==> config.mk <==
export PLATFORM = sky130hd
export DESIGN_NAME = serial_add_arbiter_flat
export DESIGN_NICKNAME = d
export VERILOG_FILES = /design/src/rtl/serial_add_arbiter_if.sv /design/src/rtl/serial_add_arbiter.sv /design/src/flat_wrapper.sv
export SDC_FILE = /design/constraint.sdc
export NUM_CORES = 1
export LEC_CHECK = 0
export CORE_MARGIN = 1.5
export CORE_UTILIZATION = 26
export DETAILED_ROUTE_END_ITERATION = 7
export SYNTH_ARGS = -nofsm -noshare
export SYNTH_HDL_FRONTEND = slang
export SYNTH_SLANG_ARGS = --single-unit
==> constraint.sdc <==
create_clock -name clk -period 2.35 [get_ports clk]
set_clock_uncertainty 0.15 [all_clocks]
set_input_delay 0.47 -clock clk [delete_from_list [all_inputs] [get_ports clk]]
set_output_delay 0.47 -clock clk [all_outputs]
set_load 0.02 [all_outputs]
==> src/rtl/serial_add_arbiter_if.sv <==
// Request/response handshake bundle between two requesters and serial_add_arbiter.
// master = requester side, slave = arbiter side.
interface serial_add_arbiter_if #(
    parameter int WIDTH = 8
);
    logic             req0_valid;
    logic             req0_ready;
    logic [WIDTH-1:0] req0_a;
    logic [WIDTH-1:0] req0_b;
    logic             req0_sub;
    logic             req1_valid;
    logic             req1_ready;
    logic [WIDTH-1:0] req1_a;
    logic [WIDTH-1:0] req1_b;
    logic             req1_sub;

    logic             rsp0_valid;
    logic             rsp0_ready;
    logic [WIDTH-1:0] rsp0_sum;
    logic             rsp0_cout;
    logic             rsp1_valid;
    logic             rsp1_ready;
    logic [WIDTH-1:0] rsp1_sum;
    logic             rsp1_cout;

    modport master (
        output req0_valid, req0_a, req0_b, req0_sub,
        output req1_valid, req1_a, req1_b, req1_sub,
        output rsp0_ready, rsp1_ready,
        input  req0_ready, req1_ready,
        input  rsp0_valid, rsp0_sum, rsp0_cout,
        input  rsp1_valid, rsp1_sum, rsp1_cout
    );

    modport slave (
        input  req0_valid, req0_a, req0_b, req0_sub,
        input  req1_valid, req1_a, req1_b, req1_sub,
        input  rsp0_ready, rsp1_ready,
        output req0_ready, req1_ready,
        output rsp0_valid, rsp0_sum, rsp0_cout,
        output rsp1_valid, rsp1_sum, rsp1_cout
    );
endinterface

==> src/rtl/serial_add_arbiter.sv <==
// Round-robin arbiter that time-shares one external 1-bit full adder, LSB-first.
// Define SERIAL_ADD_SUB_EN to honour reqN_sub (a-b via inverted B and carry-in 1).
module serial_add_arbiter #(
    parameter int WIDTH = 8
) (
    input  logic                 clk,
    input  logic                 rst,
    serial_add_arbiter_if.slave  bus,
    output logic                 fa_a,
    output logic                 fa_b,
    output logic                 fa_cin,
    input  logic                 fa_sum,
    input  logic                 fa_cout,
    output logic                 busy
);
    localparam int IDX_W = $clog2(WIDTH);
    localparam logic [IDX_W-1:0] IDX_LAST = IDX_W'(WIDTH - 1);

    typedef enum logic [1:0] {IDLE, RUN, DONE} state_t;

    state_t           state_reg, state_next;
    logic [WIDTH-1:0] a_reg, b_reg, r_reg;
    logic [IDX_W-1:0] idx_reg;
    logic             carry_reg;
    logic             owner_reg;
    logic             last_reg;

    logic             grant_any, grant_one, accept, rsp_fire;
    logic [WIDTH-1:0] a_sel, b_sel, b_in;
    logic             cin_in;

    // On a tie the requester that was not served last wins.
    always_comb begin
        grant_any = bus.req0_valid | bus.req1_valid;
        grant_one = bus.req1_valid & (~bus.req0_valid | ~last_reg);
        accept    = (state_reg == IDLE) & grant_any;
        rsp_fire  = (state_reg == DONE) & (owner_reg ? bus.rsp1_ready : bus.rsp0_ready);
        a_sel     = grant_one ? bus.req1_a : bus.req0_a;
        b_sel     = grant_one ? bus.req1_b : bus.req0_b;
    end

`ifdef SERIAL_ADD_SUB_EN
    logic sub_sel;
    always_comb begin
        sub_sel = grant_one ? bus.req1_sub : bus.req0_sub;
        b_in    = sub_sel ? ~b_sel : b_sel;
        cin_in  = sub_sel;
    end
`else
    logic unused_sub;
    assign unused_sub = bus.req0_sub ^ bus.req1_sub;
    always_comb begin
        b_in   = b_sel;
        cin_in = 1'b0;
    end
`endif

    always_ff @(posedge clk or negedge rst) begin
        if (!rst) begin
            state_reg <= IDLE;
            a_reg     <= '0;
            b_reg     <= '0;
            r_reg     <= '0;
            idx_reg   <= '0;
            carry_reg <= 1'b0;
            owner_reg <= 1'b0;
            last_reg  <= 1'b1;
        end else begin
            state_reg <= state_next;
            case (state_reg)
                IDLE: if (accept) begin
                    a_reg     <= a_sel;
                    b_reg     <= b_in;
                    owner_reg <= grant_one;
                    idx_reg   <= '0;
                    carry_reg <= cin_in;
                end
                RUN: begin
                    r_reg[idx_reg] <= fa_sum;
                    carry_reg      <= fa_cout;
                    // Hold at the top bit so the index never wraps.
                    if (idx_reg != IDX_LAST) idx_reg <= idx_reg + 1'b1;
                end
                DONE: if (rsp_fire) last_reg <= owner_reg;
                default: ;
            endcase
        end
    end

    always_comb begin
        state_next = state_reg;
        case (state_reg)
            IDLE:    if (accept) state_next = RUN;
            RUN:     if (idx_reg == IDX_LAST) state_next = DONE;
            DONE:    if (rsp_fire) state_next = IDLE;
            default: state_next = IDLE;
        endcase
    end

    always_comb begin
        bus.req0_ready = rst & (state_reg == IDLE) & bus.req0_valid & ~grant_one;
        bus.req1_ready = rst & (state_reg == IDLE) & grant_one;
        bus.rsp0_valid = 1'b0;
        bus.rsp0_sum   = '0;
        bus.rsp0_cout  = 1'b0;
        bus.rsp1_valid = 1'b0;
        bus.rsp1_sum   = '0;
        bus.rsp1_cout  = 1'b0;
        fa_a           = 1'b0;
        fa_b           = 1'b0;
        fa_cin         = 1'b0;
        busy           = (state_reg != IDLE);
        case (state_reg)
            RUN: begin
                fa_a   = a_reg[idx_reg];
                fa_b   = b_reg[idx_reg];
                fa_cin = carry_reg;
            end
            DONE: begin
                if (owner_reg) begin
                    bus.rsp1_valid = 1'b1;
                    bus.rsp1_sum   = r_reg;
                    bus.rsp1_cout  = carry_reg;
                end else begin
                    bus.rsp0_valid = 1'b1;
                    bus.rsp0_sum   = r_reg;
                    bus.rsp0_cout  = carry_reg;
                end
            end
            default: ;
        endcase
    end
endmodule

==> src/flat_wrapper.sv <==
// flat-port wrapper written by rule: the top's interface ports become plain ports
module serial_add_arbiter_flat 
#(
    parameter int WIDTH = 8
)
  (clk, rst, fa_a, fa_b, fa_cin, fa_sum, fa_cout, busy, bus_req0_valid, bus_req0_a, bus_req0_b, bus_req0_sub, bus_req1_valid, bus_req1_a, bus_req1_b, bus_req1_sub, bus_rsp0_ready, bus_rsp1_ready, bus_req0_ready, bus_req1_ready, bus_rsp0_valid, bus_rsp0_sum, bus_rsp0_cout, bus_rsp1_valid, bus_rsp1_sum, bus_rsp1_cout);
  serial_add_arbiter_if #(.WIDTH(WIDTH)) bus_i ();
  input  logic clk;
  input  logic rst;
  output logic fa_a;
  output logic fa_b;
  output logic fa_cin;
  input  logic fa_sum;
  input  logic fa_cout;
  output logic busy;
  input wire logic [$bits(bus_i.req0_valid)-1:0] bus_req0_valid;
  input wire logic [$bits(bus_i.req0_a)-1:0] bus_req0_a;
  input wire logic [$bits(bus_i.req0_b)-1:0] bus_req0_b;
  input wire logic [$bits(bus_i.req0_sub)-1:0] bus_req0_sub;
  input wire logic [$bits(bus_i.req1_valid)-1:0] bus_req1_valid;
  input wire logic [$bits(bus_i.req1_a)-1:0] bus_req1_a;
  input wire logic [$bits(bus_i.req1_b)-1:0] bus_req1_b;
  input wire logic [$bits(bus_i.req1_sub)-1:0] bus_req1_sub;
  input wire logic [$bits(bus_i.rsp0_ready)-1:0] bus_rsp0_ready;
  input wire logic [$bits(bus_i.rsp1_ready)-1:0] bus_rsp1_ready;
  output wire logic [$bits(bus_i.req0_ready)-1:0] bus_req0_ready;
  output wire logic [$bits(bus_i.req1_ready)-1:0] bus_req1_ready;
  output wire logic [$bits(bus_i.rsp0_valid)-1:0] bus_rsp0_valid;
  output wire logic [$bits(bus_i.rsp0_sum)-1:0] bus_rsp0_sum;
  output wire logic [$bits(bus_i.rsp0_cout)-1:0] bus_rsp0_cout;
  output wire logic [$bits(bus_i.rsp1_valid)-1:0] bus_rsp1_valid;
  output wire logic [$bits(bus_i.rsp1_sum)-1:0] bus_rsp1_sum;
  output wire logic [$bits(bus_i.rsp1_cout)-1:0] bus_rsp1_cout;
  assign bus_i.req0_valid = bus_req0_valid;
  assign bus_i.req0_a = bus_req0_a;
  assign bus_i.req0_b = bus_req0_b;
  assign bus_i.req0_sub = bus_req0_sub;
  assign bus_i.req1_valid = bus_req1_valid;
  assign bus_i.req1_a = bus_req1_a;
  assign bus_i.req1_b = bus_req1_b;
  assign bus_i.req1_sub = bus_req1_sub;
  assign bus_i.rsp0_ready = bus_rsp0_ready;
  assign bus_i.rsp1_ready = bus_rsp1_ready;
  assign bus_req0_ready = bus_i.req0_ready;
  assign bus_req1_ready = bus_i.req1_ready;
  assign bus_rsp0_valid = bus_i.rsp0_valid;
  assign bus_rsp0_sum = bus_i.rsp0_sum;
  assign bus_rsp0_cout = bus_i.rsp0_cout;
  assign bus_rsp1_valid = bus_i.rsp1_valid;
  assign bus_rsp1_sum = bus_i.rsp1_sum;
  assign bus_rsp1_cout = bus_i.rsp1_cout;
  serial_add_arbiter #(.WIDTH(WIDTH)) u_core (.clk(clk), .rst(rst), .bus(bus_i), .fa_a(fa_a), .fa_b(fa_b), .fa_cin(fa_cin), .fa_sum(fa_sum), .fa_cout(fa_cout), .busy(busy));
endmodule
**Word-level counts from Yosys, hierarchy flattened**

Cells that the tools add are included.

- Bits of input ports: 42
- Flip-flop bits (word level): 32
- Output and inout bits: 26

- Eq/ne operators: 8
- Reductions and logical operators: 9
- Magnitude comparators: 2
- Multiplexer cells: 34
- $add $sub $neg: 1
- Bitwise logic cells: 12

Operators by type and width:

| operator | number |
|---|---|
| two-way mux 8 bit | 6 |
| two-way mux 1 bit | 16 |
| bitwise mux 8 bit | 1 |
| inequality test 2 x 1 -> 1 bit, second input constant | 4 |
| bitwise AND 1 bit | 7 |
| binary-select mux 1 bit (select 3 bit) | 2 |
| two-way mux 2 bit | 3 |
| two-way mux 3 bit | 2 |
| case mux 2 bit (3 select lines) | 1 |
| case mux 3 bit (2 select lines) | 1 |
| AND reduction 2 bit | 3 |
| AND reduction 3 bit | 2 |
| less-than comparator 3 x 4 -> 1 bit, second input constant | 1 |
| nonzero test 2 bit | 2 |
| adder 3 x 1 -> 3 bit, second input constant | 1 |
| demux 1 bit (select 3 bit) | 1 |
| equality test 3 bit, second input constant | 1 |
| >= comparator 3 x 1 -> 1 bit, second input constant | 1 |
| inequality test 3 bit, second input constant | 1 |
| inverter 1 bit | 3 |
| equality test 2 x 1 -> 1 bit, second input constant | 1 |
| equality test 2 bit, second input constant | 1 |
| zero test 2 bit | 1 |
| bitwise OR 1 bit | 2 |
| other kinds (2) | 2 |

**Longest topological paths before layout**

- Depth after elaboration: 5
- Mapped depth: 5

**Worst setup path after synthesis**

OpenSTA, ideal clock, no wires.

- Path type: reg-to-output
- Start point: register u_core.state_reg[1]
- End point: output bus_req0_ready
- Required time: 1.730 ns
- Path buffers: 2
- Data arrival time: 1.301 ns
- Setup slack: 0.429 ns
- Cell stages (with the launch flop): 6
- Path through: dfrtp_1 > nor2_1 > buf_2 > buf_2 > nand3_1 > nor2_1

- Longest elaborated chain between the ends: 4

RTL lines:

| element | line | text |
|---|---|---|
| start: declaration | serial_add_arbiter.sv:21 | `state_t state_reg, state_next;` |
| start signal: assignment | serial_add_arbiter.sv:69 | `state_reg <= state_next;` |
| zero test 2 bit | serial_add_arbiter.sv:101 | `bus.req0_ready = rst & (state_reg == IDLE) & bus.req0_valid & ~grant_one;` |
| bitwise AND 1 bit (3 in a row) | serial_add_arbiter.sv:101 |  |
| end: declaration | flat_wrapper.sv:26 | `output wire logic [$bits(bus_i.req0_ready)-1:0] bus_req0_ready;` |

No other way between the ends.

**Worst setup path after layout**

- Start point: input bus_req1_valid
- End point: output bus_req1_ready

- Longest elaborated chain between the ends: 2

RTL lines:

| element | line | text |
|---|---|---|
| start: declaration | flat_wrapper.sv:20 | `input wire logic [$bits(bus_i.req1_valid)-1:0] bus_req1_valid;` |
| bitwise AND 1 bit | serial_add_arbiter.sv:35 | `grant_one = bus.req1_valid & (~bus.req0_valid \| ~last_reg);` |
| bitwise AND 1 bit | serial_add_arbiter.sv:102 | `bus.req1_ready = rst & (state_reg == IDLE) & grant_one;` |
| end: declaration | flat_wrapper.sv:27 | `output wire logic [$bits(bus_i.req1_ready)-1:0] bus_req1_ready;` |

No other way between the ends.

==> results.toml <==
[critical_path]
worstSetupPathType = "in -> out"
r2r_cells = 7
path_cells = "clkdlybuf4s50_1, a21boi_2, and3_1, clkdlybuf4s15_1"
r2r-start = "u_core.idx_reg[0]"
ff2ff_setup_slack_ns = 0.29
cp_slowest_cell = "clkdlybuf4s50_1"
crit_required_ns = 1.73
cp_max_fo = 3
cp-start-kind = "primary input"
endpoint_kind = "primary output"
cp_data_arrival_time_ns = 1.64
critPathMaxStageDelay_ns = 0.47
crit_path_start = "bus_req1_valid"

[detailed_routing]
route.detailed.drc = 0
drtAntennaViolNets = 0
route.vias.total = 1595
dr.pass1.iters = 4
drt_iter0_markers = 55
routed_wl_um = 4420
wl_per_cell_um = 12.7
routed_via_density = 4.58

[timing]
finalHoldViolCount = 0
slew_viol_final = 0
setup_violations = 0
worst_slew_pin_slew_ns = 0.414
relSlewSlack = 0.724
rsz0062_at_grt = "false"
period_share = 0.963
fmax_mhz = 442
finalCriticalPeriod_ns = 2.26
worst_slack_ns = 0.0880

[clock_tree]
worstSkewPairLatency_ns = 0.28
postCtsHoldBufs = 0
clk_path_buf_depth = 2
h-tree-depth = 2
cts_setup_buffers = 0
cts-root-buf = "clkbuf_8"
clk_pin_slew_ns = 0.06
clock-sinks = 32
cts_tree = "done"
cts_buffers = 5

[global_routing]
track_usage = 0.125
grt_overflow = 0
top_usage_layer = "met2"
antenna_found_initial = 0
grt_pass1_wl_um = 7350
grt_pass1_vias = 1549
grt_use_met3 = 0.0493
grt_use_met2 = 0.194
grt_max_degree = 36
grt_use_met1 = 0.164

[cells_and_area]
antenna_cells = 0
fin_util = 0.395
area_growth_pct = 46.3
nets = 295
fin_area_um2 = 2700
fin_cells = 348
drive_gt1_frac = 0.198

[synth]
syn_nets = 223
synth.most_common_cell = "dfrtp_1"
synth.area.top_cells = "dfrtp_1, mux2i_1, mux2_2, a31oi_1, a21oi_1"
yosysTopAreaCellShare = 0.421
synth-async-reset-ratio = 1.00
netlist_area_um2 = 1840
netlist_instances = 179
yosys_warnings = 0
ys.flop_type = "dfrtp_1"
synth_seq_cells = 32
seq_area_frac_synth = 0.435
synth_top_area_cell = "dfrtp_1"
synth-edff-count = 0
ys_types = 31
synth.avg_cell_area_um2 = 10.3
synth_common_cells = "dfrtp_1, mux2i_1, a21oi_1, a31oi_1, and2_1"

[floorplan]
die_area_um2 = 7600
fp-row-count = 30
io_pins = 68
coreArea_um2 = 6830
start_util = 0.270
die_x_um = 87.2
die_y_um = 87.2

[power]
ir_drop_v = 0.000476
leakage_nw = 1.23
powerDensity_nw_per_um2 = 1030
finalPower_mw = 2.78

[place]
gp_congestion = 0.804
dp_slack_ns = -0.214
postPlaceCellArea_um2 = 2670
hpwlAfterDp_um = 3250
dp.cells = 340
portBuffers = 65

[hold_path]
min_path_cells = 1
min_path_type = "reg -> reg"
hold_path.startpoint = "u_core.r_reg[2]"

[outcome]
status = "finished clean"

[flow_run]
drv.max_cap_violation_count = 0
## worst max-delay path: cells and delay by family
| kind | cells | cell delay, ns |
|---|---|---|
| buf+inv | 2 | 0.81 |
| simple gates | 1 | 0.17 |
| compound gates | 1 | 0.19 |
## routing by layer
metal	vias up	wire length, um
li1	805	-
met1	727	2110
met2	58	1920
met3	5	344
met4	0	46
met5	-	0
## per-stage QoR
stage	TNS (ns)	hold WS (ns)
finish	0	0.369
global route	0	0.405
CTS	-0.000816	0.377
detailed placement	-0.321	0.362
global placement	-0.318	0.353
floorplan	0	0.0244
## layout by cell type (no fill, tap or decap), drive strengths merged, types with 2 or more instances in the layout
cell type / count
clkdlybuf4s50: 40
dfrtp: 31
mux2i: 25
clkbuf: 19
a21oi: 17
a31oi: 16
buf: 15
and2: 12
dlygate4sd2: 12
and3: 10
mux2: 9
nor2: 7
nor3: 6
a22o: 5
nand2b: 3
nand2: 3
nor2b: 3
inv: 2
o22ai: 2
o31a: 2
ha: 2
## kinds of logic after synthesis
kind of cell | share of synthesized area
adder cells (fa/ha/maj) | 0.0136
AO/OA/AOI/OAI | 0.156
multiplexers | 0.191
AND/OR/NAND/NOR | 0.156
buffers and inverters | 0.0489
flip-flops | 0.435
## path summary, 6_finish.rpt
| check | to |
|---|---|
| setup / recovery | bus_req1_ready |
| hold / removal | u_core.r_reg[2] |
| setup reg to reg | u_core.idx_reg[0] |
| hold reg to reg | u_core.r_reg[2] |
| max in group asynchronous | u_core.last_reg |
| min in group asynchronous | u_core.owner_reg |
## report_power, final
part | switching [mW] | internal (mW) | total [mW] | leakage [nW]
combinational | 0.681 | 0.696 | 1.38 | 0.825
clock | 0.188 | 0.210 | 0.399 | 0.0395
sequential | 0.181 | 0.821 | 1.00 | 0.366
total | 1.05 | 1.73 | 2.78 | 1.23
## layout make-up
class | count | area (um2)
Clock buffer | 8 | 80.1
Fill cell | 696 | 4140
Inverter | 2 | 7.51
Multi-Input combinational cell | 130 | 963
Sequential cell | 32 | 803
Tap cell | 96 | 120
Timing Repair Buffer | 80 | 721
## what timing repair did
action	4_1_cts	5_1_grt
endpoints found under the setup margin	25	13
hold endpoints to repair	0	0
gates resized for setup	26	25
(Power assumes the default switching activity.)
==> edit, RTL diff (same settings) <==
The option `SERIAL_ADD_SUB_EN` is turned on by a define.
--- a/src/rtl/serial_add_arbiter.sv
+++ b/src/rtl/serial_add_arbiter.sv
@@ -1,5 +1,7 @@
 // Round-robin arbiter that time-shares one external 1-bit full adder, LSB-first.
 // Define SERIAL_ADD_SUB_EN to honour reqN_sub (a-b via inverted B and carry-in 1).
+`define SERIAL_ADD_SUB_EN
+
 module serial_add_arbiter #(
     parameter int WIDTH = 8
 ) (
Behaviour: not the same (Yosys sat finds a counterexample within 4 cycles, from zero or initial values and one cycle with rst low).
==> edit against the unedited design <==
First-iteration DRC count increased by 11%. Cell area increased by 11%. Cell count increased by 4.0%. Global-route usage decreased by 0.27 points. Largest power group unchanged. Sequential share of layout area decreased by 2.8 points. Routed wire length increased by 9.2%. Critical path type is now reg -> out. Total power increased by 6.5%. Area after synthesis increased by 11%. Worst setup slack got worse by 0.019 ns. Sequential cell count unchanged. Register-to-register slack improved by 0.10 ns. Die area increased by 11%.
==> edit: results <==
[synthesis]
yosys-top-cells-count = dfrtp_1 (31), mux2_2 (25), and3_1 (19), xnor2_1 (16), mux2i_1 (14)
yosysWarnings = 0
avgSynthCellArea_um2 = 11.6
synth_nets = 221
synthTopCellsByArea = dfrtp_1 (38%), mux2_2 (14%), mux2i_1 (6.8%), xnor2_1 (6.8%), mux2_4 (5.9%)
ys_seq_area_frac = 0.391
ys_types = 36

[sta]
slew_headroom = 0.720
fmax_mhz = 438

[global_route]
grt_use_total = 0.122
grt_max_degree = 33
antenna_found_initial = 0
grt_first_pass_wirelength_mm = 8.10
first_global_vias = 1666

[detailed_routing]
wl_per_cell_um = 13.3
initialDrtViolationCount = 61
viasPerCell = 4.45

[min_path]
min_from = u_core.a_reg[3]
hold_end = u_core.a_reg[3]

[power]
p_leak_nw = 1.35
ir_worst_vdd_uv = 311

[clock_tree]
h-tree-depth = 2
cts_setup_buffers = 0
cts_resized = 31

[run_status]
outcome = finished clean

[place]
port_buffers = 67
dpl.hpwl_mm = 3.73
gp_congestion = 0.738
dpl_cell_area_mm2 = 0.00291
pre_cts_slack_ns = -0.236
placed_cells = 352

[cells_and_area]
fillCellCount = 787
drive_above_1_share = 0.296
final_area_mm2 = 0.00299
nNetsFinal = 303
final_cells = 362

[critical_path]
crit_slowest_cell = clkdlybuf4s50_1
crit_fanout = 6
r2r_cells = 6
rrSetupSlack_ns = 0.39
critical-path-max-stage-delay_ns = 0.59
edit: cell count changes in the layout (fill, tap and decap cells not counted), moves of 11 or more:
cell,before,now
a31oi_1,16,0
mux2_2,9,25
xnor2_1,0,16
a21oi_1,16,3
and2_1,12,1
mux2i_1,25,14
edit: logic make-up after synthesis:
logic type,share of synthesized area
mux,0.297
simple gates,0.145
flops,0.391
buf+inv,0.0519
xor+xnor,0.0683
compound gates,0.0342
fa+ha+maj,0.0122
edit: where the power goes:
group / internal, mW / switching (mW) / leakage (nW) / total (mW)
Combinational: 0.867 / 0.630 / 0.930 / 1.50
Clock: 0.239 / 0.190 / 0.0455 / 0.429
Sequential: 0.834 / 0.199 / 0.373 / 1.03
edit: per-stage QoR:
step           hold slack (ns)  TNS [ns]  power, mW
2_1_floorplan           0.0244         0       2.06
3_3_place_gp             0.342    -0.577       2.55
3_5_place_dp             0.339    -0.609       2.58
4_1_cts                  0.361         0       3.01
5_1_grt                  0.374         0       3.18
6_report                 0.354         0       2.96
edit: routing by layer:
metal	track usage	part of all wire	vias up
li1	-	-	805
met5	0	0	-
met3	0.0315	0.046	0
met4	0.0231	0	0
met1	0.153	0.46	762
met2	0.213	0.50	45
edit: how the worst max path moves through the flow:
stage,from,endpoint,cells past startpoint
after detailed placement,bus_req1_valid,bus_req1_ready,4
after global routing,u_core.state_reg[0],bus_rsp0_sum[7],4
after floorplan,u_core.idx_reg[0],fa_a,4
after global placement,bus_req1_valid,bus_req1_ready,4
final,u_core.state_reg[0],fa_cin,3
after CTS,u_core.state_reg[0],fa_cin,3
edit: final cells by class:
type / count / share of cell area
clock buffer: 8 / 0.0301
timing repair buffer: 89 / 0.268
inverter: 4 / 0.00502
sequential: 32 / 0.270
multi-input combinational: 127 / 0.384
tap: 102 / 0.0427
